$ cat src/rtl/trace_nexus_pkg.sv
// Shared widths, record layout and pack/unpack offsets for the retire-trace nexus.
// The struct and offsets describe the default XLEN/IADDR_W record.
package trace_nexus_pkg;

    localparam int TRACE_INSN_W = 32;
    localparam int TRACE_PRIV_W = 3;
    localparam int DEF_XLEN     = 64;
    localparam int DEF_IADDR_W  = 40;

    function automatic int rec_w(input int iaddr_w, input int xlen);
        return 1 + 1 + TRACE_PRIV_W + TRACE_INSN_W + 2 * iaddr_w + 2 * xlen;
    endfunction

    localparam int OFS_WDATA     = 0;
    localparam int OFS_TVAL      = OFS_WDATA + DEF_XLEN;
    localparam int OFS_CAUSE     = OFS_TVAL + DEF_IADDR_W;
    localparam int OFS_INTERRUPT = OFS_CAUSE + DEF_XLEN;
    localparam int OFS_EXCEPTION = OFS_INTERRUPT + 1;
    localparam int OFS_PRIV      = OFS_EXCEPTION + 1;
    localparam int OFS_INSN      = OFS_PRIV + TRACE_PRIV_W;
    localparam int OFS_IADDR     = OFS_INSN + TRACE_INSN_W;

    typedef struct packed {
        logic [DEF_IADDR_W-1:0]  iaddr;
        logic [TRACE_INSN_W-1:0] insn;
        logic [TRACE_PRIV_W-1:0] priv;
        logic                    exception;
        logic                    interrupt;
        logic [DEF_XLEN-1:0]     cause;
        logic [DEF_IADDR_W-1:0]  tval;
        logic [DEF_XLEN-1:0]     wdata;
    } trace_rec_t;

endpackage

$ cat src/rtl/trace_lane_fifo.sv
// One retire-trace lane: elastic FIFO toward the sink, plus drop accounting
// for records that arrive while the FIFO is full and not draining.
module trace_lane_fifo #(
    parameter int DEPTH = 4,
    parameter int REC_W = 245,
    parameter int CNT_W = 16
) (
    input  logic             clock,
    input  logic             reset,
    input  logic             in_valid,
    input  logic [REC_W-1:0] in_rec,
    output logic             out_valid,
    input  logic             out_ready,
    output logic [REC_W-1:0] out_rec,
    output logic [CNT_W-1:0] drop_count,
    output logic             overflow,
    input  logic             clear_stats
);

    localparam int PW = $clog2(DEPTH) + 1;

    logic [REC_W-1:0] mem [DEPTH];
    logic [PW-1:0]    wr_ptr;
    logic [PW-1:0]    rd_ptr;
    logic             empty;
    logic             full;
    logic             pop;
    logic             push;
    logic             drop;

    assign empty = (wr_ptr == rd_ptr);
    assign full  = (wr_ptr[PW-1] != rd_ptr[PW-1]) && (wr_ptr[PW-2:0] == rd_ptr[PW-2:0]);
    assign pop   = !empty && out_ready;
    // A pop in the same cycle frees the slot the incoming record needs.
    assign push  = in_valid && (!full || pop);
    assign drop  = in_valid && full && !pop;

    assign out_valid = !empty;
    assign out_rec   = empty ? '0 : mem[rd_ptr[PW-2:0]];

    always_ff @(posedge clock) begin
        if (push) begin
            mem[wr_ptr[PW-2:0]] <= in_rec;
        end
    end

    always_ff @(posedge clock or negedge reset) begin
        if (!reset) begin
            wr_ptr     <= '0;
            rd_ptr     <= '0;
            drop_count <= '0;
            overflow   <= 1'b0;
        end else begin
            if (push) begin
                wr_ptr <= wr_ptr + PW'(1);
            end
            if (pop) begin
                rd_ptr <= rd_ptr + PW'(1);
            end
            if (clear_stats) begin
                drop_count <= drop ? CNT_W'(1) : '0;
                overflow   <= drop;
            end else if (drop) begin
                if (drop_count != {CNT_W{1'b1}}) begin
                    drop_count <= drop_count + CNT_W'(1);
                end
                overflow <= 1'b1;
            end
        end
    end

endmodule

$ cat src/rtl/trace_nexus_buffer.sv
// N-lane retire-trace nexus: each lane gets its own elastic FIFO so a slow
// trace sink can backpressure without stalling the core.
module trace_nexus_buffer
    import trace_nexus_pkg::*;
#(
    parameter int NUM_LANES = 2,
    parameter int DEPTH     = 4,
    parameter int XLEN      = 64,
    parameter int IADDR_W   = 40,
    parameter int CNT_W     = 16,
    localparam int REC_W    = rec_w(IADDR_W, XLEN)
) (
    input  logic                       clock,
    input  logic                       reset,
    input  logic [NUM_LANES-1:0]       in_valid,
    input  logic [NUM_LANES*REC_W-1:0] in_rec,
    output logic [NUM_LANES-1:0]       out_valid,
    input  logic [NUM_LANES-1:0]       out_ready,
    output logic [NUM_LANES*REC_W-1:0] out_rec,
    output logic [NUM_LANES*CNT_W-1:0] drop_count,
    output logic [NUM_LANES-1:0]       overflow,
    input  logic                       clear_stats
);

    for (genvar g = 0; g < NUM_LANES; g++) begin : g_lane
        trace_lane_fifo #(
            .DEPTH (DEPTH),
            .REC_W (REC_W),
            .CNT_W (CNT_W)
        ) u_lane (
            .clock       (clock),
            .reset       (reset),
            .in_valid    (in_valid[g]),
            .in_rec      (in_rec[g*REC_W +: REC_W]),
            .out_valid   (out_valid[g]),
            .out_ready   (out_ready[g]),
            .out_rec     (out_rec[g*REC_W +: REC_W]),
            .drop_count  (drop_count[g*CNT_W +: CNT_W]),
            .overflow    (overflow[g]),
            .clear_stats (clear_stats)
        );
    end

endmodule

$ cat config.mk
export PLATFORM = sky130hd
export DESIGN_NAME = trace_nexus_buffer
export DESIGN_NICKNAME = d
export VERILOG_FILES = /design/src/rtl/trace_nexus_pkg.sv /design/src/rtl/trace_lane_fifo.sv /design/src/rtl/trace_nexus_buffer.sv
export SDC_FILE = /design/constraint.sdc
export NUM_CORES = 2
export LEC_CHECK = 0
export ABC_AREA = 1
export CAP_MARGIN = 5
export CORE_MARGIN = 5
export CORE_UTILIZATION = 31
export CTS_CLUSTER_DIAMETER = 200
export DETAILED_ROUTE_END_ITERATION = 8
export MAX_ROUTING_LAYER = met4
export PLACE_DENSITY = 0.55
export SETUP_SLACK_MARGIN = 0.2
export SLEW_MARGIN = 20
export SYNTH_ARGS = -nofsm -noshare
export SYNTH_HDL_FRONTEND = slang
export SYNTH_SLANG_ARGS = --single-unit
$ cat constraint.sdc
create_clock -name clock -period 24.8 [get_ports clock]
set_input_delay 6.2 -clock clock [delete_from_list [all_inputs] [get_ports clock]]
set_output_delay 6.2 -clock clock [all_outputs]
set_load 0.02 [all_outputs]
==> results.sh <==
export IMPL_antenna_found_initial=136
export IMPL_post_cts_setup_buffer_count=0
export IMPL_synth_top_cell_area_share=0.746
export IMPL_pre_cts_slack_ps=13380
export IMPL_vdd_drop_max_v=0.000112
export IMPL_path_clk_slew_ps=60
export IMPL_setup_tns_final_ps=0
export IMPL_start_util=0.311
export IMPL_synth_nets=6717
export IMPL_grt_pass1_vias=50400
export IMPL_fp_row_count=185
export IMPL_crit_path_frequent_cell="nand2_1"
export IMPL_arrival_ps=6010
export IMPL_cp_max_fo=81
export IMPL_clk_latency_ps=890
export IMPL_tightest_slew_ps=1180
export IMPL_rsz0062_at_grt="no"
export IMPL_finalMaxSlewViolations=0
export IMPL_design_final_nets=7617
export IMPL_grt_overflow=0
export IMPL_num_io_pins=1023
export IMPL_die_w_microns=515
export IMPL_path_delay_family="buffers and inverters"
export IMPL_ys_ff_latch=2006
export IMPL_p_per_area_nw_per_um2=144
export IMPL_outcome="complete, no violations"
export IMPL_grt_usage=0.186
export IMPL_vias=52500
export IMPL_crit_type="reg -> out"
export IMPL_cts_buffer_depth=3
export IMPL_yosysWarnings=0
export IMPL_p_leak_uw=0.0353
export IMPL_fin_ws_ps=12590
export IMPL_n_fill_cell=23900
export IMPL_routedWlPerCell_microns=23.2
export IMPL_finClkSkew_ps=121
export IMPL_grt_max_degree=233
export IMPL_crit_buf_inv=5
export IMPL_cp_start_kind="register"
export IMPL_setup_viol=0
export IMPL_hold_viol=0
export IMPL_drc=0
export IMPL_post_route_cells_drive_above_1_share=0.0536
export IMPL_fin_crit_ps=12210
export IMPL_hold_buffers=0
export IMPL_yosysTopAreaCell="edfxtp_1"
export IMPL_period_share=0.492
export IMPL_place_congestion=0.829
export IMPL_fin_hold_ws_ps=495
export IMPL_hpwl_mm=162
export IMPL_drt_first_pass_iters=6
export IMPL_clock_sinks=2006
export IMPL_worstPathRequired_ps=18600
export IMPL_cpMaxStageDelayCell="dfrtp_4"
export IMPL_htreeDepth=4
export IMPL_grt_pass1_wl_mm=355
export IMPL_ant_nets=0
export IMPL_path_cells="inv_6, nand2_1, nand2_1, nor2_4, nand2_4, buf_4, buf_4, nand2_1, inv_1, clkdlybuf4s50_1"
export IMPL_numPortBuffers=1022
export IMPL_ys_types=32
export IMPL_regArea_sq_um=60000
export IMPL_die_y_microns=515
export IMPL_multi_input_area_sq_um=15200
export IMPL_synthToLayoutAreaGrowth_pct=25.9
export IMPL_drt_total_wl_mm=250
export IMPL_cts_tree="built"
export IMPL_drt_iter0_markers=4821
export IMPL_slowest_delay_ps=790
export IMPL_total_power_uw=14300
export IMPL_cap_violations=0
export IMPL_ys_top_cells_by_area="edfxtp_1, o21ai_0, nor2_1"
export IMPL_cts_inserted_buffers=208
export IMPL_cts_root_buf="clkbuf_16"
export IMPL_relSlewSlack=0.217
export IMPL_dieArea_sq_um=265000
export IMPL_cp_end_kind="primary output"
export IMPL_avgSynthCellArea_sq_um=12.7
export IMPL_netlist_instances=6208
export IMPL_viasPerCell=4.88
export IMPL_coreArea_sq_um=254000
export IMPL_hold_class="reg -> reg"
export IMPL_dpl_cell_area_sq_um=92200
export IMPL_post_route_cell_area_sq_um=99400
export IMPL_post_cts_resize_count=0
export IMPL_synthesis_area_sq_um=78900
export IMPL_ys_seq_area_frac=0.760
export IMPL_fmax_mhz=81.9
[final timing paths]
kind	start	to	slack [ps]	cells past startpoint
min in group asynchronous	reset	g_lane[0].u_lane.drop_count[6]	5500	2
min	g_lane[1].u_lane.wr_ptr[2]	g_lane[1].u_lane.wr_ptr[2]	490	1
max reg2reg	g_lane[0].u_lane.rd_ptr[1]	g_lane[0].u_lane.mem[3][233]	19090	10
min reg2reg	g_lane[1].u_lane.wr_ptr[2]	g_lane[1].u_lane.wr_ptr[2]	490	1
max in group asynchronous	reset	g_lane[1].u_lane.rd_ptr[1]	18640	2
max	g_lane[0].u_lane.rd_ptr[1]	out_rec[237]	12590	10
[synth_stat cells (all sizes together)]
cell type	instances
edfxtp	1960
nor2	1044
o21ai	1006
nand2	659
inv	536
o22ai	490
clkbuf	286
buf	106
dfrtp	46
nand3	26
ha	12
nand4	8
xor2	8
a21oi	6
or2	5
nor3	4
o211ai	2
o21bai	2
a31oi	1
nand3b	1
[layer usage]
layer	wire [microns]	GRT usage	vias to the layer above
li1	-	-	24000
met1	98900	0.223	26300
met2	121000	0.299	1828
met3	19100	0.0510	420
met4	10600	0.0756	0
met5	0	-	-
[state kept, by name, indices dropped and copies added (netlist names)]
signal                    cells
g_lane.u_lane.rd_ptr          6
g_lane.u_lane.overflow        2
g_lane.u_lane.mem          1960
g_lane.u_lane.wr_ptr          6
g_lane.u_lane.drop_count     32
[power breakdown]
group | total [uW] | switching [uW] | leakage, uW | internal (uW)
Combinational | 6550 | 4380 | 0.0134 | 2170
Clock | 3110 | 1330 | 0.00332 | 1780
Sequential | 4630 | 163 | 0.0186 | 4470
[logic make-up (layout without fill, tap and decap cells)]
| kind of cell | Yosys count | count (layout) | share of synthesized area |
|---|---|---|---|
| flip-flops | 2006 | 2006 | 0.760 |
| AND/OR/NAND/NOR | 1747 | 1747 | 0.0850 |
| AO/OA/AOI/OAI | 1507 | 1507 | 0.104 |
| buffers and inverters | 928 | 2001 | 0.0481 |
| adder cells (fa/ha/maj) | 12 | 12 | 0.00190 |
| XOR/XNOR | 8 | 8 | 0.000888 |
| other | 0 | 99 | 0 |
[metrics by stage]
| stage | std cells | utilization |
|---|---|---|
| after floorplan | 6208 | - |
| after global placement | 10300 | 0.364 |
| after detailed placement | 10300 | 0.364 |
| after CTS | 10600 | 0.391 |
| after global routing | 10700 | 0.392 |
| final | 10700 | 0.392 |
[worst register-to-register path: stages (launching register included)]
cell	delay (ps)
dfrtp_4	790
inv_6	620
nand2_1	180
nand2_1	130
nor2_4	60
nand2_1	60
nand2_1	270
nor2_4	710
buf_12	630
buf_4	910
buf_4	850
[area by class of cell]
| cell class | instances | area share |
|---|---|---|
| diodes | 99 | 0.00249 |
| clock buffers | 258 | 0.0549 |
| clock inverters | 125 | 0.0144 |
| inverters | 536 | 0.0205 |
| multi-input cells | 3274 | 0.153 |
| flip-flops and latches | 2006 | 0.604 |
| well taps | 3366 | 0.0424 |
| repair buffers | 1082 | 0.108 |
[cells in the final DEF, fill, tap and decap left out, types with 50 or more instances in the layout]
master / n
nand2_1: 649
clkdlybuf4s50_1: 1021
buf_4: 51
diode_2: 99
inv_1: 531
nor2_1: 1031
o22ai_1: 490
clkinv_1: 50
edfxtp_1: 1960
clkbuf_16: 208
o21ai_0: 994
Power figures use the tool's default switching activity.
